## config.mk

```make
export PLATFORM = sky130hd
export DESIGN_NAME = ahbl_arbiter2
export DESIGN_NICKNAME = d
export VERILOG_FILES = /design/src/rtl/ahbl_arbiter2.sv
export SDC_FILE = /design/constraint.sdc
export NUM_CORES = 1
export LEC_CHECK = 0
export ABC_AREA = 1
export CORE_AREA = 5 5 132 134
export DETAILED_ROUTE_END_ITERATION = 7
export DIE_AREA = 0 0 137 139
export GPL_ROUTABILITY_DRIVEN = 0
export PLACE_DENSITY = 0.72
export RECOVER_POWER = 25
export SKIP_LAST_GASP = 1
export SLEW_MARGIN = 25
export SYNTH_ARGS = -nofsm -noshare
export SYNTH_HDL_FRONTEND = slang
export SYNTH_SLANG_ARGS = --single-unit
```

## constraint.sdc

```tcl
create_clock -name HCLK -period 2.3 [get_ports HCLK]
set_clock_uncertainty 0.15 [all_clocks]
set_input_delay 0.46 -clock HCLK [delete_from_list [all_inputs] [get_ports HCLK]]
set_output_delay 0.46 -clock HCLK [all_outputs]
set_load 0.01 [all_outputs]
```

## src/rtl/ahbl_arbiter2.sv

```systemverilog
// Two-master AHB-Lite arbiter in front of the splitter.
// Ownership moves only at IDLE boundaries; per-master wait counters.
module ahbl_arbiter2 #(
  parameter int PARK_MASTER = 0,
  parameter int WCNT_W      = 16
) (
  input  logic              HCLK,
  input  logic              HRESET,
  input  logic [31:0]       M0_HADDR,
  input  logic [1:0]        M0_HTRANS,
  input  logic [2:0]        M0_HSIZE,
  input  logic              M0_HWRITE,
  input  logic [31:0]       M0_HWDATA,
  output logic              M0_HREADY,
  output logic [31:0]       M0_HRDATA,
  input  logic [31:0]       M1_HADDR,
  input  logic [1:0]        M1_HTRANS,
  input  logic [2:0]        M1_HSIZE,
  input  logic              M1_HWRITE,
  input  logic [31:0]       M1_HWDATA,
  output logic              M1_HREADY,
  output logic [31:0]       M1_HRDATA,
  output logic [31:0]       HADDR,
  output logic [1:0]        HTRANS,
  output logic [2:0]        HSIZE,
  output logic              HWRITE,
  output logic [31:0]       HWDATA,
  input  logic              HREADY,
  input  logic [31:0]       HRDATA,
  output logic              GRANT,
  output logic [WCNT_W-1:0] M0_WAIT,
  output logic [WCNT_W-1:0] M1_WAIT
);

  typedef enum logic {
    OWN_M0 = 1'b0,
    OWN_M1 = 1'b1
  } own_t;

  localparam own_t PARK = own_t'(PARK_MASTER[0]);

  own_t              aown, aown_n;
  own_t              down, down_n;
  logic              dval, dval_n;
  logic [WCNT_W-1:0] m0_wait_n, m1_wait_n;

  logic req0, req1, own_req, oth_req;

  logic unused_ok;
  assign unused_ok = ^{M0_HTRANS[0], M1_HTRANS[0]};

  assign req0 = M0_HTRANS[1];
  assign req1 = M1_HTRANS[1];

  assign own_req = (aown == OWN_M1) ? req1 : req0;
  assign oth_req = (aown == OWN_M1) ? req0 : req1;

  always_comb begin
    HADDR  = M0_HADDR;
    HTRANS = M0_HTRANS;
    HSIZE  = M0_HSIZE;
    HWRITE = M0_HWRITE;
    if (aown == OWN_M1) begin
      HADDR  = M1_HADDR;
      HTRANS = M1_HTRANS;
      HSIZE  = M1_HSIZE;
      HWRITE = M1_HWRITE;
    end
  end

  assign HWDATA = (dval && down == OWN_M1) ? M1_HWDATA : M0_HWDATA;

  // A requesting non-owner is stalled until it is handed the bus
  assign M0_HREADY = (aown == OWN_M0) ? HREADY : ~req0;
  assign M1_HREADY = (aown == OWN_M1) ? HREADY : ~req1;

  assign M0_HRDATA = HRDATA;
  assign M1_HRDATA = HRDATA;

  assign GRANT = aown;

  always_comb begin
    aown_n    = aown;
    down_n    = down;
    dval_n    = dval;
    m0_wait_n = M0_WAIT;
    m1_wait_n = M1_WAIT;
    if (HREADY) begin
      dval_n = HTRANS[1];
      down_n = aown;
      if (!own_req && oth_req)
        aown_n = own_t'(~aown);
    end
    if (aown != OWN_M0 && req0 && M0_WAIT != '1)
      m0_wait_n = M0_WAIT + WCNT_W'(1);
    if (aown != OWN_M1 && req1 && M1_WAIT != '1)
      m1_wait_n = M1_WAIT + WCNT_W'(1);
  end

  always_ff @(posedge HCLK) begin
    if (HRESET) begin
      aown    <= PARK;
      down    <= PARK;
      dval    <= 1'b0;
      M0_WAIT <= '0;
      M1_WAIT <= '0;
    end else begin
      aown    <= aown_n;
      down    <= down_n;
      dval    <= dval_n;
      M0_WAIT <= m0_wait_n;
      M1_WAIT <= m1_wait_n;
    end
  end

endmodule

```

==> metrics.md, run 1 <==
| Metric | Value |
|---|---|
| Final period utilization | `96.36%` |
| Clock Tree Buf Depth | `2` |
| Hold Startpoint | `down` |
| CP most frequent cell | `nand2_1` |
| Crit-path max FO | `19` |
| Post-synth top area cell | `nand2_1` |
| Worst slack at placement | `-0.1421 ns` |
| DRT iter0 DRCs | `112` |
| Initial antenna violation count | `1` |
| # DRC | `0` |
| Max-cap violations | `0` |
| Design Area, Final | `0.005903 mm2` |
| Outcome | `finished clean` |
| I/O Pins | `344` |
| Count leader, synth | `nand2_1` |
| Endpoint, Worst Hold | `down` |
| CTS tree | `done` |
| Hold Buf Count CTS | `0` |
| Worst setup path class | `reg2out` |
| RSZ-0062 raised after global routing | `yes` |
| Worst EP required | `1.69 ns` |
| Synthesized area per cell | `6.162 um2` |
| 1st-pass router iterations | `4` |
| Drt via density | `4.161` |
| Row cnt | `47` |
| Simple-gate portion of the synthesized area | `41.44%` |
| Crit start category | `register` |
| Port Buf Inserts | `247` |
| Tot GR Track Use | `13.97%` |
| PnR worst setup slack | `0.08363 ns` |
| Top area cells in the synthesized netlist | `nand2_1 22%, dfxtp_1 21%, buf_4 15%` |
| Synth top cells by count | `193 x nand2_1, 77 x nor2_1, 65 x buf_4` |
| Placement Cell Area | `0.005597 mm2` |
| Pin count of the biggest net entering global routing | `21` |
| # diodes | `0` |
| Die Ht | `139 um` |
| Main combinational cell family by area after synthesis | `simple AND/OR/NAND/NOR gates` |
| DR WL/cell | `15.18 um` |
| Largest delay share family, worst path | `buffers and inverters` |
| Detail Route Antenna Nets | `0` |
| DP HPWL | `11560 um` |
| CP endpoint kind | `primary output` |
| Time the worst path needs with I/O delays and setup | `2.216 ns` |
| Setup bufs post-CTS | `0` |
| Fmax | `451.2 MHz` |
| Vias post-DR | `3928` |
| Hold Crit Depth | `2` |
| Worst r2r path cells | `9` |
| WP buf/inv | `3` |
| Hold/Removal Path Class | `reg2reg` |
| Grt ovf | `0` |
| Post-Syn Instances | `535` |
| Post-synthesis register bit count | `35` |
| Number of synthesized flops with an enable pin | `0` |
| Die Width | `137 um` |
| Sequential share of the synthesized area | `21.25%` |
| Critical Path, Cell by Cell | `inv_6 > buf_12 > nand2_1 > nand2_1 > clkdlybuf4s50_1` |
| Clk Latency, worst-skew pair | `0.28 ns` |
| Yosys top cell area share | `21.97%` |
| Max stage delay cell, worst path | `clkdlybuf4s50_1` |
| PwrDens | `335.9 mW/mm2` |
| H-tree Lvls | `2` |
| Layout Nets | `900` |
| Area of the mapped netlist | `0.003297 mm2` |
| CTS buffer count | `5` |
| Xor and xnor area share after synthesis | `0.2657%` |
| # clock sinks | `35` |
| FFs w/ async S/R, synth | `0%` |
| Leakage | `0.002737 uW` |
| CTS clk-pin slew, worst paths | `0.06 ns` |
| Core Region | `0.01617 mm2` |
| R2r setup slk | `0.40 ns` |
| Area share of fa/ha/maj cells after synthesis | `0.7590%` |
| Worst slew pin tran | `0.3650 ns` |
| Worst R2R Start | `GRANT` |
| Worst EP arrival | `1.61 ns` |
| Fin. max-slew vios | `0` |
| Crit path largest cell delay | `0.54 ns` |
| P&R area growth vs syn | `79.05%` |
| Layout cells sized above 1 | `10.64%` |
| CTS Root Cell | `clkbuf_16` |
| Initial core utilization | `20.39%` |
| Synth Warn # | `0` |
| Post-synthesis mux area share | `10.93%` |
| Complex-gate fraction of the synthesized area | `4.706%` |
| Normalized max-slew margin | `75.48%` |
| Total Wirelength | `14330 um` |
| Setup violation total in the final timing report | `0` |
| Vias in the first global route | `3795` |
| First-pass GRT wire length | `21270 um` |
| Worst r2r dst | `M0_WAIT[11]` |
| Die ar. | `0.01904 mm2` |
| Final hold violation count | `0` |
| Min Hold Slack | `0.3528 ns` |
| Ys flop type | `dfxtp_1` |
| Worst vdd ir | `280.7 uV` |
| Netlist cell types | `29` |
| Syn nets | `712` |
-- final cells by class --
type	instances	area, um2
Multi-Input combinational cell	393	1923
Tap cell	220	275.3
Clock inverter	3	20.02
Inverter	25	102.6
Fill cell	1705	10270
Sequential cell	35	704.4
Timing Repair Buffer	263	2753
Clock buffer	5	125.1
-- state kept, by name, indices dropped and copies added, names as in the netlist --
| register | cells |
|---|---|
| dval | 1 |
| down | 1 |
| M1_WAIT | 16 |
| M0_WAIT | 16 |
| GRANT | 1 |
-- per-stage QoR --
step,util [%],instances,setup TNS [ns],total power [uW]
detailed placement,34.61,933,-0.4086,1345
global route,36.50,944,-0.01475,2081
finish,36.50,944,0,1983
global placement,34.61,933,-0.3716,1340
floorplan,-,535,0,954.4
CTS,35.99,944,-1.482,2033
-- worst max path at each step --
stage                      start          to  cells past startpoint  slack, ns
after floorplan            GRANT   HADDR[14]                      6       0.52
after global placement    HREADY   M1_HREADY                      5      -0.14
after detailed placement  HREADY   M1_HREADY                      5      -0.14
after CTS                   dval  HWDATA[31]                      4      -0.07
after global routing       GRANT   HADDR[19]                      5      -0.01
final                      GRANT   HADDR[17]                      5       0.08
-- placed cells by master, fill, tap and decap left out, types with 2 or more instances in the layout --
cell type / instances
nand2_1: 192
clkdlybuf4s50_1: 192
nor2_1: 77
dlymetal6s2s_1: 35
dfxtp_1: 34
mux2_2: 32
nand3_1: 28
a21oi_1: 24
inv_1: 20
dlygate4sd2_1: 20
buf_4: 10
o21ai_0: 7
nand2_2: 6
nor3_1: 6
nand4_1: 6
clkbuf_16: 5
nor2_2: 3
nor2_4: 3
buf_16: 3
buf_12: 3
nand2_4: 2
clkinv_2: 2
ha_1: 2
clkinvlp_4: 2
-- kinds of logic (layout without fill, tap and decap cells) --
| kind of cell | count (synthesis) | in the layout |
|---|---|---|
| AND/OR/NAND/NOR | 327 | 327 |
| buffers and inverters | 107 | 296 |
| flip-flops | 35 | 35 |
| multiplexers | 32 | 32 |
| AO/OA/AOI/OAI | 31 | 31 |
| adder cells (fa/ha/maj) | 2 | 2 |
| XOR/XNOR | 1 | 1 |
-- report_power, final --
group	total [uW]	switching, uW	internal, uW
Clock	667	268	399
Combinational	690	250	440
Sequential	625	12.0	613
-- timing repair --
item                                    CTS  global route
gates cloned                              3             0
resized for setup                        25            39
endpoints found under the setup margin   40            42
-- worst min-delay path, stage by stage (launching register included) --
cell	delay (ns)
dfxtp_1	0.33
nand2_1	0.07
a21oi_1	0.05
-- layer usage --
layer / vias to the layer above / part of all wire, % / GRT usage, %
met1: 1730 / 39 / 16.11
met3: 26 / 10 / 4.681
li1: 2002 / - / -
met2: 168 / 50 / 24.94
met5: - / 0.077 / 0
met4: 2 / 1.4 / 2.784
(Power assumes the default switching activity.)
==> run 2, diff against run 1 <==
Settings changed: CORE_AREA 5 5 132 134 to 2 2 132 134, DIE_AREA 0 0 137 139 to 0 0 134 136, PLACE_DENSITY 0.72 to 0.7.
==> run 2 against run 1 <==
Against the previous run: non-clock buffer count up 6; global-route usage down 1.0 points; largest cell class unchanged; combinational power about the same; largest power group is now the clock network.
==> metrics.md, run 2 (synthesized netlist as in run 1, its figures left out) <==
| Metric | Value |
|---|---|
| Outcome | `finished clean` |
| Die ar. | `0.01822 mm2 (-4.3%)` |
| DP HPWL | `10540 um (-8.8%)` |
| Part of the power in registers | `29.5% (-2.0 points)` |
| CTS buffer count | `5 (unchanged)` |
| CTS Root Cell | `clkbuf_16` |
| Final hold violation count | `0 (unchanged)` |
| Clock Tree Buf Depth | `2 (unchanged)` |
| Layout cells sized above 1 | `11.51% (+0.87 points)` |
| P_int | `1575 uW (+8.4%)` |
| Initial core utilization | `19.54% (-0.85 points)` |
| Setup violation total in the final timing report | `0 (unchanged)` |
| 1st-pass router iterations | `4 (unchanged)` |
| Time the worst path needs with I/O delays and setup | `2.235 ns (+0.01815 ns)` |
| Worst vdd ir | `275.4 uV (-1.9%)` |
| # clock sinks | `35 (unchanged)` |
| Layout Nets | `906 (+0.67%)` |
| Design Area, Final | `0.005944 mm2 (+0.70%)` |
| Worst EP arrival | `1.62 ns (about the same)` |
| Pin count of the biggest net entering global routing | `45 (+110%)` |
| Comb power frac | `32.6% (-2.2 points)` |
| # diodes | `0 (unchanged)` |
| Row cnt | `48 (+2.1%)` |
| Setup TNS Final | `0 ns (unchanged)` |
| Switching Power | `541.4 uW (+2.1%)` |
| Worst setup path class | `in2out` |
| Detail Route Antenna Nets | `0 (unchanged)` |
| Vias post-DR | `3922 (-0.15%)` |
| Port Buf Inserts | `247 (unchanged)` |
| Fmax | `447.5 MHz (-0.81%)` |
| Top Registers | `M0_WAIT: 16 flops, M1_WAIT: 16 flops` |
| Tot GR Track Use | `12.95% (-1.0 points)` |
| Clock network fraction of total power | `37.9% (+4.3 points)` |
| Min Hold Slack | `0.3550 ns (+0.002136 ns)` |
| Final Power | `2116 uW (+6.7%)` |
| Die Ht | `136 um (-2.2%)` |
| I/O Pins | `344 (unchanged)` |
| CTS tree | `done` |
| Total Wirelength | `13090 um (-8.7%)` |
| DR WL/cell | `13.70 um (-9.8%)` |
| Commonest non-fill, non-tap cell in the layout | `clkdlybuf4s50_1` |
| First-pass GRT wire length | `18690 um (-12%)` |
| PnR worst setup slack | `0.06547 ns (-0.01815 ns)` |
| Worst slack at placement | `-0.05901 ns (+0.08310 ns)` |
| CP endpoint kind | `primary output` |
| Drt via density | `4.107 (-1.3%)` |
| Grt ovf | `0 (unchanged)` |
| PwrDens | `356.0 mW/mm2 (+6.0%)` |
| Crit path largest cell delay | `0.54 ns (about the same)` |
| Initial antenna violation count | `1 (unchanged)` |
| CTS clk-pin slew, worst paths | `0.06 ns (about the same)` |
| Critical Path, Cell by Cell | `clkdlybuf4s50_1 > nand2_1 > nand2_1 > clkdlybuf4s50_1` |
| Worst slew pin tran | `0.3514 ns (-0.01360 ns)` |
| Core Region | `0.01688 mm2 (+4.4%)` |
| Clk Latency, worst-skew pair | `0.29 ns (about the same)` |
| Hold/Removal Path Class | `reg2reg` |
| Hold Buf Count CTS | `0 (unchanged)` |
| Leakage | `0.002657 uW (-2.9%)` |
| Switch share | `25.58% (-1.2 points)` |
| H-tree Lvls | `2 (unchanged)` |
| Crit start category | `primary input` |
| Placement Cell Area | `0.005613 mm2 (+0.29%)` |
| Max stage delay cell, worst path | `clkdlybuf4s50_1` |
| Worst EP required | `1.69 ns (about the same)` |
| P&R area growth vs syn | `80.30%` |
| Crit-path max FO | `1 (-18)` |
| Normalized max-slew margin | `76.33% (+0.85 points)` |
| DRT iter0 DRCs | `105 (-6.3%)` |
| Fin. max-slew vios | `0 (unchanged)` |
| Die Width | `134 um (-2.2%)` |
| Vias in the first global route | `3436 (-9.5%)` |
| Most frequent cells in the layout | `205 x clkdlybuf4s50_1, 192 x nand2_1, 77 x nor2_1` |
| Filler cells | `1801 (+5.6%)` |
| # DRC | `0 (unchanged)` |
| Max-cap violations | `0 (unchanged)` |
| RSZ-0062 raised after global routing | `no` |
| Final period utilization | `97.15% (+0.79 points)` |
[run 2: power groups by stage]
stage | combinational (uW) | sequential (uW) | clock, uW
floorplan | 319 | 635 | 0
global placement | 700 | 636 | 0
detailed placement | 705 | 635 | 0
CTS | 696 | 623 | 831
global route | 742 | 625 | 856
finish | 689 | 624 | 803
[run 2: area by class of cell]
class	instances	area [um2]	share of cell area, %
clock buffer	5	125.1	2.105
timing repair buffer	269	2765	46.52
multi-input combinational	393	1923	32.35
tap	225	281.5	4.736
sequential	35	701.9	11.81
clock inverter	3	47.55	0.7998
inverter	25	100.1	1.684
[run 2: per-layer routing]
metal	share of wire [%]	vias up	track usage, %
li1	-	2019	-
met1	39	1723	15.24
met2	49	160	21.85
met3	11	20	5.295
met4	1.1	0	3.310
met5	0	-	0
[run 2: final timing paths]
check | start | to | slack, ns | cells past startpoint
min | down | down | 0.35 | 2
min reg2reg | down | down | 0.35 | 2
max reg2reg | GRANT | M0_WAIT[9] | 0.40 | 9
max | M1_HWRITE | HWRITE | 0.07 | 4
[run 2: repair_timing]
| action | CTS | global route |
|---|---|---|
| setup buffers | 0 | 7 |
| gates resized for setup | 22 | 26 |
| hold endpoints to repair | 0 | 0 |
| gates cloned | 1 | 1 |
| endpoints found under the setup margin | 45 | 45 |
| pin swaps | 0 | 0 |
[run 2: metrics by stage]
step	instances	util, %
floorplan	535	-
global placement	938	33.26
detailed placement	938	33.26
CTS	947	34.38
global route	955	35.22
finish	955	35.22
[run 2: critical path: cells and delay by family]
family | cells | cell delay (ns)
buffers and inverters | 2 | 1.00
and+or+nand+nor | 2 | 0.16
==> run 3, diff against run 2 <==
Settings changed: ABC_AREA 1 to 0, CORE_AREA 2 2 132 134 to 2 2 134 136, DIE_AREA 0 0 134 136 to 0 0 136 138, PLACE_DENSITY 0.7 to 0.65.
==> run 3 against run 2 <==
Against the previous run: sequential power about the same; die area increased by 3.0%; area after synthesis decreased by 3.8%; setup slack got worse by 0.020 ns; via count decreased by 12%; wire length increased by 6.5%; first-iteration DRC count decreased by 12%; synthesized cell count decreased by 32%; worst hold slack improved by 0.0046 ns; combinational power decreased by 2%; total power decreased by 1.4%; largest cell class unchanged; highest routed layer is now met5.
==> metrics.md, run 3 <==
| Metric | Value |
|---|---|
| Synthesized area per cell | `8.670 um2 (+41%)` |
| Top area cells in the synthesized netlist | `mux2_2 29%, dfxtp_1 22%, buf_4 15%` |
| DRT iter0 DRCs | `92 (-12%)` |
| Final hold violation count | `0 (unchanged)` |
| Pin count of the biggest net entering global routing | `51 (+13%)` |
| Normalized max-slew margin | `68.74% (-7.6 points)` |
| Commonest non-fill, non-tap cell in the layout | `clkdlybuf4s50_1` |
| Met2 GRT Util | `22.82% (+0.97 points)` |
| Post-synthesis mux area share | `30.68% (+20 points)` |
| CTS Root Cell | `clkbuf_16` |
| Final Non-Filler Cells | `796 (-17%)` |
| Layout cells sized above 1 | `22.75% (+11 points)` |
| Most frequent cells in the layout | `175 x clkdlybuf4s50_1, 82 x mux2_2, 37 x dlygate4sd2_1` |
| Vias post-DR | `3432 (-12%)` |
| Area of the mapped netlist | `0.003173 mm2 (-3.8%)` |
| DR WL/cell | `17.52 um (+28%)` |
| R2r setup slk | `0.19 ns (-0.21 ns)` |
| Netlist cell types | `42 (+45%)` |
| Yosys top cell area share | `29.10% (+7.1 points)` |
| Layout Nets | `743 (-18%)` |
| # clock sinks | `35 (unchanged)` |
| Top Registers | `M0_WAIT: 16 flops, M1_WAIT: 16 flops` |
| Tot GR Track Use | `13.79% (+0.85 points)` |
| Main combinational cell family by area after synthesis | `multiplexers` |
| I/O Pins | `344 (unchanged)` |
| First-pass GRT wire length | `19750 um (+5.7%)` |
| Row cnt | `49 (+2.1%)` |
| Core Region | `0.01753 mm2 (+3.9%)` |
| Vias in the first global route | `3267 (-4.9%)` |
| Final period utilization | `98.02% (+0.86 points)` |
| Dpl cells | `782 (-17%)` |
| Simple-gate portion of the synthesized area | `20.90% (-21 points)` |
| Synth top cells by count | `82 x mux2_2, 65 x buf_4, 35 x dfxtp_1` |
| Grt ovf | `0 (unchanged)` |
| Crit start category | `register` |
| Worst vdd ir | `279.3 uV (+1.4%)` |
| Clock Tree Buf Depth | `2 (unchanged)` |
| FFs w/ async S/R, synth | `0% (unchanged)` |
| Leakage | `0.002458 uW (-7.5%)` |
| H-tree Lvls | `2 (unchanged)` |
| Worst slew pin tran | `0.4653 ns (+0.1139 ns)` |
| DP HPWL | `11140 um (+5.7%)` |
| Initial antenna violation count | `3 (+2)` |
| 1st-pass router iterations | `4 (unchanged)` |
| Initial core utilization | `18.10% (-1.4 points)` |
| Number of synthesized flops with an enable pin | `0 (unchanged)` |
| Detail Route Antenna Nets | `0 (unchanged)` |
| Ys flop type | `dfxtp_1` |
| Worst setup path class | `reg2out` |
| Worst EP arrival | `1.64 ns (+0.02 ns)` |
| PwrDens | `352.1 mW/mm2 (-1.1%)` |
| CP endpoint kind | `primary output` |
| Area share of fa/ha/maj cells after synthesis | `0.7886% (+0.030 points)` |
| Met1 Usage GRT | `16.29% (+1.0 points)` |
| P&R area growth vs syn | `86.79%` |
| Die Width | `136 um (+1.5%)` |
| Setup violation total in the final timing report | `0 (unchanged)` |
| Syn nets | `543 (-24%)` |
| CTS buffer count | `5 (unchanged)` |
| Global routing usage on met3 | `6.491% (+1.2 points)` |
| Post-synth top area cell | `mux2_2` |
| Worst r2r dst | `M0_WAIT[11]` |
| Hold Startpoint | `M0_WAIT[1]` |
| # DRC | `0 (unchanged)` |
| # diodes | `0 (unchanged)` |
| Post-synthesis register bit count | `35 (unchanged)` |
| Synth Warn # | `0 (unchanged)` |
| RSZ-0062 raised after global routing | `yes` |
| Port Buf Inserts | `247 (unchanged)` |
| Total Wirelength | `13940 um (+6.5%)` |
| Worst R2R Start | `GRANT` |
| Hold/Removal Path Class | `reg2reg` |
| Hold Crit Depth | `2 (unchanged)` |
| Endpoint, Worst Hold | `M0_WAIT[1]` |
| Setup TNS Final | `0 ns (unchanged)` |
| CTS clk-pin slew, worst paths | `0.05 ns (about the same)` |
| Xor and xnor area share after synthesis | `0% (-0.27 points)` |
| Worst r2r path cells | `6 (-3)` |
| Count leader, synth | `mux2_2` |
| Max-cap violations | `0 (unchanged)` |
| Clk Latency, worst-skew pair | `0.29 ns (about the same)` |
| Time the worst path needs with I/O delays and setup | `2.254 ns (+0.01983 ns)` |
| Min Hold Slack | `0.3595 ns (+0.004551 ns)` |
| Post-Syn Instances | `366 (-32%)` |
| Crit-path max FO | `15 (+14)` |
| Die ar. | `0.01877 mm2 (+3.0%)` |
| Drt via density | `4.312 (+5.0%)` |
| Most used routing layer | `met2` |
| Worst EP required | `1.69 ns (about the same)` |
| Fmax | `443.6 MHz (-0.88%)` |
| Die Ht | `138 um (+1.5%)` |
| Outcome | `finished clean` |
| CTS tree | `done` |
| Fin. max-slew vios | `0 (unchanged)` |
| Complex-gate fraction of the synthesized area | `7.216% (+2.5 points)` |
| Sequential share of the synthesized area | `22.08% (+0.83 points)` |
[run 3: cell count changes after synthesis, sizes merged, moves of 12 or more]
cell / delta
inv: -17
mux2: +50
nand2: -185
nand3: -24
nor2: -59
nor2b: +12
[run 3: kinds of logic (layout without fill, tap and decap cells)]
kind of cell | Yosys count | after routing
simple gates | 116 | 116
compound gates | 37 | 37
mux | 87 | 87
flops | 35 | 35
fa+ha+maj | 2 | 2
buf+inv | 89 | 290
[run 3: area by class of cell]
class | instances | area [um2]
tap | 229 | 286.5
clock buffer | 5 | 125.1
fill | 1840 | 11610
timing repair buffer | 276 | 2829
inverter | 6 | 22.52
multi-input combinational | 242 | 1916
clock inverter | 3 | 43.79
sequential | 35 | 704.4
[run 3: worst max-delay path by stage]
stage | endpoint | depth (start not counted) | from
finish | HADDR[8] | 3 | GRANT
floorplan | HADDR[0] | 3 | GRANT
global route | HWDATA[26] | 5 | down
detailed placement | M1_WAIT[15] | 5 | M1_HTRANS[1]
global placement | M1_WAIT[15] | 5 | M1_HTRANS[1]
CTS | HWDATA[26] | 4 | down
[run 3: repair_timing]
| action | CTS | global route |
|---|---|---|
| setup endpoints to repair | 71 | 37 |
| buffers inserted | 2 | 1 |
| pin swaps | 0 | 0 |
| gates resized for setup | 46 | 38 |
| gates cloned | 3 | 0 |
| hold buffers | 0 | 0 |
[run 3: worst max-delay path, stage by stage (launching register included)]
cell	delay, ns
dfxtp_4	0.38
buf_12	0.15
mux2_2	0.33
clkdlybuf4s50_1	0.48
[run 3: through the flow]
stage          setup slack [ns]  utilization [%]  instance area [um2]  power (uW)
5_1_grt                -0.01443            33.80                 5927        2171
2_1_floorplan            0.2262                -                 3173       961.8
6_report                0.04565            33.80                 5927        2087
3_3_place_gp            -0.2792            31.90                 5594        1338
4_1_cts                 -0.1421            33.24                 5828        2126
3_5_place_dp            -0.3074            31.90                 5594        1339
[run 3: power by group]
part / internal, uW / switching (uW) / total [uW]
sequential: 614 / 10.9 / 625
clock: 511 / 277 / 788
combinational: 454 / 220 / 674
[run 3: metal layers]
metal	vias up	wire [um]	share of wire [%]
li1	1663	-	-
met1	1578	5654	41
met2	154	6444	46
met3	33	1652	12
met4	4	170	1.2
met5	-	23	0.16
